===== src/rtl/ac_seq_pkg.sv =====
// Shared encodings for the accumulator operation sequencer: op codes, bus
// sources, ALU functions and the sequencer state enumeration.
package ac_seq_pkg;

    localparam logic [3:0] OP_NOP      = 4'd0;
    localparam logic [3:0] OP_CLAC     = 4'd1;
    localparam logic [3:0] OP_INCAC    = 4'd2;
    localparam logic [3:0] OP_LDAC_REG = 4'd3;
    localparam logic [3:0] OP_LDAC_MEM = 4'd4;
    localparam logic [3:0] OP_ADD      = 4'd5;
    localparam logic [3:0] OP_SUB      = 4'd6;
    localparam logic [3:0] OP_AND      = 4'd7;
    localparam logic [3:0] OP_OR       = 4'd8;

    // Register sources occupy bus_sel values 2..15.
    localparam logic [3:0] BUS_NONE = 4'd0;
    localparam logic [3:0] BUS_MEM  = 4'd1;

    localparam logic [2:0] ALU_PASS = 3'd0;
    localparam logic [2:0] ALU_ADD  = 3'd1;
    localparam logic [2:0] ALU_SUB  = 3'd2;
    localparam logic [2:0] ALU_AND  = 3'd3;
    localparam logic [2:0] ALU_OR   = 3'd4;

    typedef enum logic [1:0] {
        ST_IDLE     = 2'd0,
        ST_EXEC     = 2'd1,
        ST_MEM_WAIT = 2'd2,
        ST_ALU_WB   = 2'd3
    } seq_state_e;

    function automatic logic is_alu_op(input logic [3:0] op);
        return (op == OP_ADD) || (op == OP_SUB) || (op == OP_AND) || (op == OP_OR);
    endfunction

    function automatic logic [2:0] alu_fn(input logic [3:0] op);
        logic [2:0] fn;
        fn = ALU_PASS;
        case (op)
            OP_ADD:  fn = ALU_ADD;
            OP_SUB:  fn = ALU_SUB;
            OP_AND:  fn = ALU_AND;
            OP_OR:   fn = ALU_OR;
            default: fn = ALU_PASS;
        endcase
        return fn;
    endfunction

endpackage


===== src/rtl/ac_seq_wait_timer.sv =====
// Loadable down-counter pacing the memory-read wait. count holds the number of
// wait cycles remaining including the current one; expired marks the final one.
module ac_seq_wait_timer
    import ac_seq_pkg::*;
#(
    parameter int MEM_LAT = 2
) (
    input  logic       clk,
    input  logic       rst,
    input  logic       load,
    input  logic       dec,
    output logic [3:0] count,
    output logic [3:0] count_next,
    output logic       expired
);

    always_comb begin
        count_next = count;
        if (load) begin
            count_next = 4'(MEM_LAT);
        end else if (dec && (count != 4'd0)) begin
            count_next = count - 4'd1;
        end
    end

    always_ff @(posedge clk) begin
        if (rst) begin
            count <= 4'd0;
        end else begin
            count <= count_next;
        end
    end

    assign expired = (count == 4'd1);

endmodule


===== src/rtl/ac_op_sequencer.sv =====
// Expands one accumulator operation at a time into registered, cycle-exact
// accumulator strobes. Handshake: an op is taken on any rising edge where
// op_valid && op_ready; op_ready is high only in IDLE and never during rst.
module ac_op_sequencer
    import ac_seq_pkg::*;
#(
    parameter int N       = 17,
    parameter int MEM_LAT = 2,
    parameter int SELW    = 4
) (
    input  logic            clk,
    input  logic            rst,
    input  logic            op_valid,
    output logic            op_ready,
    input  logic [3:0]      op_code,
    input  logic [SELW-1:0] op_src,
    output logic            busy,
    output logic            done,
    output logic            err,
    output logic [SELW-1:0] bus_sel,
    output logic            mem_rd,
    output logic [2:0]      alu_op,
    output logic            write_en,
    output logic            alu_to_ac,
    output logic            inc_en,
    output logic            clr_en,
    output seq_state_e      dbg_state
);

    seq_state_e      state_q, state_d;
    logic [3:0]      op_q, op_d;
    logic [SELW-1:0] src_q, src_d;

    logic            tmr_load, tmr_dec, tmr_expired;
    logic [3:0]      tmr_count, tmr_count_next;

    logic            busy_d, done_d, err_d, mem_rd_d;
    logic            write_en_d, alu_to_ac_d, inc_en_d, clr_en_d;
    logic [SELW-1:0] bus_sel_d;
    logic [2:0]      alu_op_d;

    ac_seq_wait_timer #(
        .MEM_LAT(MEM_LAT)
    ) u_wait_timer (
        .clk       (clk),
        .rst       (rst),
        .load      (tmr_load),
        .dec       (tmr_dec),
        .count     (tmr_count),
        .count_next(tmr_count_next),
        .expired   (tmr_expired)
    );

    assign op_ready  = (state_q == ST_IDLE) && !rst;
    assign dbg_state = state_q;

    // Next-state and operation capture.
    always_comb begin
        state_d  = state_q;
        op_d     = op_q;
        src_d    = src_q;
        tmr_load = 1'b0;
        tmr_dec  = 1'b0;
        case (state_q)
            ST_IDLE: begin
                if (op_valid && op_ready) begin
                    state_d = ST_EXEC;
                    op_d    = op_code;
                    src_d   = op_src;
                end
            end
            ST_EXEC: begin
                if (op_q == OP_LDAC_MEM) begin
                    state_d  = ST_MEM_WAIT;
                    tmr_load = 1'b1;
                end else if (is_alu_op(op_q)) begin
                    state_d = ST_ALU_WB;
                end else begin
                    state_d = ST_IDLE;
                end
            end
            ST_MEM_WAIT: begin
                if (tmr_expired) begin
                    state_d = ST_IDLE;
                end else begin
                    tmr_dec = 1'b1;
                end
            end
            ST_ALU_WB: state_d = ST_IDLE;
            default:   state_d = ST_IDLE;
        endcase
    end

    // Outputs are decoded from the state being entered so that every strobe
    // comes straight from a flop in the cycle it belongs to.
    always_comb begin
        busy_d      = (state_d != ST_IDLE);
        done_d      = 1'b0;
        err_d       = 1'b0;
        mem_rd_d    = 1'b0;
        write_en_d  = 1'b0;
        alu_to_ac_d = 1'b0;
        inc_en_d    = 1'b0;
        clr_en_d    = 1'b0;
        bus_sel_d   = SELW'(BUS_NONE);
        alu_op_d    = ALU_PASS;
        case (state_d)
            ST_EXEC: begin
                case (op_d)
                    OP_NOP: done_d = 1'b1;
                    OP_CLAC: begin
                        clr_en_d = 1'b1;
                        done_d   = 1'b1;
                    end
                    OP_INCAC: begin
                        inc_en_d = 1'b1;
                        done_d   = 1'b1;
                    end
                    OP_LDAC_REG: begin
                        bus_sel_d  = src_d;
                        write_en_d = 1'b1;
                        done_d     = 1'b1;
                    end
                    OP_LDAC_MEM: begin
                        mem_rd_d  = 1'b1;
                        bus_sel_d = SELW'(BUS_MEM);
                    end
                    OP_ADD, OP_SUB, OP_AND, OP_OR: begin
                        bus_sel_d = src_d;
                        alu_op_d  = alu_fn(op_d);
                    end
                    default: begin
                        done_d = 1'b1;
                        err_d  = 1'b1;
                    end
                endcase
            end
            ST_MEM_WAIT: begin
                bus_sel_d = SELW'(BUS_MEM);
                if (tmr_count_next == 4'd1) begin
                    write_en_d = 1'b1;
                    done_d     = 1'b1;
                end
            end
            ST_ALU_WB: begin
                bus_sel_d   = src_d;
                alu_op_d    = alu_fn(op_d);
                alu_to_ac_d = 1'b1;
                done_d      = 1'b1;
            end
            default: ;
        endcase
    end

    always_ff @(posedge clk) begin
        if (rst) begin
            state_q   <= ST_IDLE;
            op_q      <= OP_NOP;
            src_q     <= SELW'(BUS_NONE);
            busy      <= 1'b0;
            done      <= 1'b0;
            err       <= 1'b0;
            mem_rd    <= 1'b0;
            write_en  <= 1'b0;
            alu_to_ac <= 1'b0;
            inc_en    <= 1'b0;
            clr_en    <= 1'b0;
            bus_sel   <= SELW'(BUS_NONE);
            alu_op    <= ALU_PASS;
        end else begin
            state_q   <= state_d;
            op_q      <= op_d;
            src_q     <= src_d;
            busy      <= busy_d;
            done      <= done_d;
            err       <= err_d;
            mem_rd    <= mem_rd_d;
            write_en  <= write_en_d;
            alu_to_ac <= alu_to_ac_d;
            inc_en    <= inc_en_d;
            clr_en    <= clr_en_d;
            bus_sel   <= bus_sel_d;
            alu_op    <= alu_op_d;
        end
    end

endmodule


===== config.mk =====
export PLATFORM = sky130hd
export DESIGN_NAME = ac_op_sequencer
export DESIGN_NICKNAME = d
export VERILOG_FILES = /design/src/rtl/ac_seq_pkg.sv /design/src/rtl/ac_seq_wait_timer.sv /design/src/rtl/ac_op_sequencer.sv
export SDC_FILE = /design/constraint.sdc
export NUM_CORES = 1
export LEC_CHECK = 0
export BUFFER_PORTS_ARGS = -buffer_cell sky130_fd_sc_hd__buf_2
export CORE_MARGIN = 2
export CORE_UTILIZATION = 45
export CTS_CLUSTER_DIAMETER = 30
export DETAILED_ROUTE_END_ITERATION = 6
export GPL_ROUTABILITY_DRIVEN = 0
export PLACE_DENSITY = 0.67
export SLEW_MARGIN = 20
export SYNTH_ARGS = -nofsm -noshare
export SYNTH_HDL_FRONTEND = slang
export SYNTH_HIERARCHICAL = 1
export SYNTH_SLANG_ARGS = --single-unit

===== constraint.sdc =====
create_clock -name clk -period 5.7 [get_ports clk]
set_input_delay 0.285 -clock clk [delete_from_list [all_inputs] [get_ports clk]]
set_output_delay 0.285 -clock clk [all_outputs]
set_load 0.005 [all_outputs]

# Yosys cells after proc, flatten, opt, wreduce, memory -nomap -nowiden
# Cells that the tools add are included.
# totals
regBits	29
elab_cells	83
out_inout_bits	18
# op_classes
mux	30
reduce_logical	16
addsub	1
bitwise_logic	1
eq_ne	21
# op_table
cell	n
4-bit by 3-bit == test with 1-bit output (second input constant)	8
4-bit two-way mux	6
4-bit by 1-bit == test with 1-bit output (second input constant)	3
1-bit two-way mux	12
3-bit one-hot mux with 4 select lines	1
4-bit one-hot mux with 3 select lines	1
5-bit OR reduction	2
9-bit OR reduction	1
2-bit == test (second input constant)	4
4-bit by 2-bit == test with 1-bit output (second input constant)	2
4-bit == test (second input constant)	2
2-bit two-way mux	4
2-bit one-hot mux with 4 select lines	1
4-bit one-hot mux with 2 select lines	1
3-bit one-hot mux with 2 select lines	1
2-bit by 1-bit == test with 1-bit output (second input constant)	2
4-bit zero test	1
4-bit nonzero test	1
4-bit OR reduction	1
4-bit by 1-bit subtractor with 4-bit output (second input constant)	1
1-bit logical AND	3
1-bit logical OR	3
3-bit two-way mux	1
1-bit one-hot mux with 3 select lines	1
other kinds (6)	6

# Logic depth before layout (Yosys ltp)
# logic_depth
word_depth	10
depth_mapped	11
mapped_depth_nobuf	11

# By module
# Netlist, hierarchy kept.
# modules_own_cells
mod	n_inst	cells_each	area_per_inst_um2
ac_op_sequencer	1	121	1163.6
ac_seq_wait_timer	1	33	282.8

# Worst setup path before layout
# No wires, ideal clock.
# synth_path
kind	register to register
startpoint	register u_wait_timer.count[1]
endpoint	register write_en
path_buffers	0
setup_time_ns	0.086
t_arrival_ns	2.167
setup_slack_ns	3.447
synth_period_minus_slack_ns	2.253
path_stages_with_launch	11
cell_sequence	dfxtp_1 > inv_1 > ha_1 > nor3b_1 > nor3_1 > nor4b_1 > mux2i_1 > nor2_1 > nor4_1 > nand2_1 > a211oi_1
# synth_via
elab_chain_cells	9
# synth_rtl
element	line	rtl
start: declaration	ac_seq_wait_timer.sv:12	output logic [3:0] count,
start signal: assignment	ac_seq_wait_timer.sv:30	count <= count_next;
4-bit by 1-bit == test with 1-bit output	ac_seq_wait_timer.sv:34	assign expired = (count == 4'd1);
named net tmr_expired	ac_op_sequencer.sv:34	logic tmr_load, tmr_dec, tmr_expired;
1-bit two-way mux	ac_op_sequencer.sv:83	if (tmr_expired) begin
1-bit two-way mux	ac_op_sequencer.sv:64	case (state_q)
named net tmr_dec	ac_op_sequencer.sv:34	
1-bit logical AND	ac_seq_wait_timer.sv:21	end else if (dec && (count != 4'd0)) begin
4-bit two-way mux	ac_seq_wait_timer.sv:21	
4-bit two-way mux	ac_seq_wait_timer.sv:19	if (load) begin
named net tmr_count_next[3]	ac_op_sequencer.sv:35	logic [3:0] tmr_count, tmr_count_next;
4-bit by 1-bit == test with 1-bit output	ac_op_sequencer.sv:140	if (tmr_count_next == 4'd1) begin
1-bit two-way mux	ac_op_sequencer.sv:140	
1-bit one-hot mux with 2 select lines	ac_op_sequencer.sv:107	case (state_d)
end signal: assignment	ac_op_sequencer.sv:178	write_en <= write_en_d;
end: declaration	ac_op_sequencer.sv:23	output logic write_en,
# The timed path passes the listed nets, and every way through them passes these cells.
# A chain may end at the register's enable or synchronous reset.

# Worst setup path after layout
# Ends and elaborated chain as after synthesis.

==> metrics.md <==
| Metric | Value |
|---|---|
| N_diodes | 0 |
| Synth async-reset ratio | 0% |
| Post-CTS Setup Bufs | 0 |
| Worst ir drop on vdd | between 0.0001 and 0.00015 V |
| Total gr overflow | 0 |
| Final setup TNS | 0 ns |
| Critical Path Max Stage Delay | a little under 0.6 ns |
| Leak | 0.748 nW |
| Clock Sinks | 29 |
| Synth cell types | 47 |
| CP max-delay cell | nor3_1 |
| Clock Latency Late Sink | between 0.3 and 0.4 ns |
| Vias/cell | roughly 5.4 |
| Cell family with most CP delay | simple AND/OR/NAND/NOR gates |
| Critical path startpoint category | flip-flop |
| Share of layout cells above drive strength 1 | 26.3% |
| # port buffers | 28 |
| Row cnt | 20 |
| PD cells | 265 mW/mm² |
| Hold Fails Final Rpt | 0 |
| Max H-tree Level | 2 |
| First-pass DRT Iterations | 4 |
| Final number of setup-violating endpoints | 0 |
| Final Slew Violations | 0 |
| Post-Place Setup Slack | a little under 3 ns |
| Leading area contributor after synthesis | dfxtp_1 |
| Die span in x | a little over 60 µm |
| Final min period | around 2.9 ns |
| First-pass GRT wire length | between 5 and 6 mm |
| Tot GR Track Use | about 21% |
| Vias in the first global route | between 1,000 and 1,500 |
| Syn. warnings | 6 |
| Core area | slightly above 0.003 mm² |
| Sequential share of the synthesized area | 40.1% |
| Vias after detailed routing | between 1,000 and 1,500 |
| Routed WL per cell | 14.5 µm |
| Worst-path maximum fanout | 7 |
| Post-DP HPWL | approximately 2.4 mm |
| Setup WS post-layout | roughly 2.8 ns |
| Starting Density | between 40% and 50% |
| Post-synth top flop | dfxtp_1 |
| Die Area | roughly 0.0037 mm² |
| Routed WL | 3.33 mm |
| WS Path Type | reg -> reg |
| Synth Area in Adders | around 7.4% |
| Post_cts resized | 0 |
| Root buf cell | clkbuf_4 |
| Critical Path Sink Type | flip-flop |
| Worst-path cell chain | inv_1, ha_1, nor3b_1, nor3_1, nor4b_1, mux2i_1, nor2_1, nor4_1, nand2_1, a211oi_1 |
| Largest family of logic cells by synthesized area | simple AND/OR/NAND/NOR gates |
| Hold crit path type | in -> reg |
| Remaining antenna violation count | 0 |
| Clock Skew | between 0.01 and 0.015 ns |
| CP Buf/Inv Count | 1 |
| Synth top area share | between 40% and 50% |
| Initial antenna violation count | 0 |
| Pin slew with the least headroom to its limit | around 0.94 ns |
| Multiplexer share of the synthesized area | 7.53% |
| CTS tree | built |
| Most frequent cells in the layout | 29 x dfxtp_1, 28 x buf_2, 14 x nor2_1, 13 x inv_1, 11 x nor3_1 |
| Die height | 60.7 µm |
| Avg Synthesized Cell Area | ~9.4 µm² |
| WP data arrival | between 3 and 4 ns |
| CTS clock-pin slew for the worst setup and hold paths | around 0.11 ns |
| XOR/XNOR Fraction of Synth Area | 0% |
| Yosys reg bits | 29 |
| EDFF count, synth | 0 |
| Clock buffer count from CTS | 5 |
| Hold buffer count at cts | 0 |
| Ranking of synthesized cells by area | dfxtp_1 40%, ha_1 6.1%, mux2i_1 4.2% |
| Simple-gate portion of the synthesized area | about 28% |
| Number of top-level pins | 29 |
| Max-cap violations | 0 |
| Final worst-path cycle share | 51.2% |
| Core Util, Final | between 50% and 60% |
| Mapped cell area | roughly 0.0014 mm² |
| Fillcell total | approximately 280 |
| DRC | 0 |
| Cells after Synth | between 150 and 200 |
| Synth-to-Final Area Change | 18.2% |
| Post-synth net total | between 150 and 200 |
| Pin count of the biggest net entering global routing | 22 |
| Unrepaired setup endpoints after global routing | false |
| Most common cell after layout, fill and taps aside | dfxtp_1 |
| Fmax achieved | 0.343 GHz |
| Max clock buf depth | 2 |
| Initial DRC count | just over 60 |
| Crit path required time | approximately 6 ns |
| Slew headroom | a little under two fifths |
| Outcome | complete, no violations |
| Compound-cell area share of the yosys netlist | a little under an eighth |
| Nets@finish | 203 |
## metal layers
layer,track usage [%],wire length [µm],vias to the layer above
met5,0,0,-
met4,8.70,76,0
met3,7.25,193,9
met2,30.4,1550,45
met1,27.1,1510,571
li1,-,-,611
## flip-flops by register name, indices dropped and copies added, names as in the netlist
name / flops
alu_op: 3
err: 1
dbg_state: 2
op_q: 4
busy: 1
inc_en: 1
done: 1
mem_rd: 1
u_wait_timer/count: 4
src_q: 4
bus_sel: 4
write_en: 1
clr_en: 1
alu_to_ac: 1
## worst min-delay path, cell delays in order
cell     delay [ns]
buf_2          0.07
nand2_1        0.03
o21ai_0        0.08
## through the flow
| stage | hold slack (ns) | power [mW] | cell area, µm² | cells |
|---|---|---|---|---|
| global route | 0.190 | 0.476 | 1710 | 230 |
| detailed placement | 0.486 | 0.277 | 1620 | 222 |
| finish | 0.172 | 0.453 | 1710 | 230 |
| global placement | 0.480 | 0.275 | 1620 | 222 |
| floorplan | 0.358 | 0.260 | 1450 | 154 |
| CTS | 0.167 | 0.457 | 1710 | 230 |
## power by group
group	internal [mW]	switching [mW]	leakage, nW
clock network	0.104	0.0761	0.0445
logic	0.0261	0.0320	0.468
registers	0.208	0.00659	0.235
## cells by family (layout without fill, tap and decap cells)
family	Yosys count	in the layout
AO/OA/AOI/OAI	24	24
AND/OR/NAND/NOR	65	65
adder cells (fa/ha/maj)	9	9
multiplexers	10	10
flip-flops	29	29
buffers and inverters	17	49
## area by class of cell
type | count | area [µm²] | share of cell area, %
multi-input combinational | 108 | 796 | 46.6
sequential | 29 | 581 | 34.0
timing repair buffer | 28 | 140 | 8.20
tap | 44 | 55.1 | 3.22
clock buffer | 6 | 51.3 | 3.00
inverter | 13 | 48.8 | 2.86
clock inverter | 2 | 37.5 | 2.20
## final timing paths
path              cells past startpoint                  start  slack, ns       end
setup / recovery                     10  u_wait_timer/count[1]       2.78  write_en
hold / removal                        3              op_src[3]       0.17  src_q[3]
setup reg to reg                     10  u_wait_timer/count[1]       2.78  write_en
hold reg to reg                       2               src_q[3]       0.50  src_q[3]
## synthesized netlist by cell type (2+ instances only)
master / instances
a211o_1: 2
a211oi_1: 2
a21oi_1: 4
a31oi_1: 4
dfxtp_1: 29
ha_1: 7
inv_1: 13
maj3_1: 2
mux2_2: 3
mux2i_1: 6
nand2_1: 8
nand2b_1: 5
nor2_1: 14
nor2b_1: 4
nor3_1: 11
nor3b_1: 3
nor4b_1: 5
o21a_1: 2
o21ai_0: 2
Note: power is estimated with default switching activity, not from simulation.
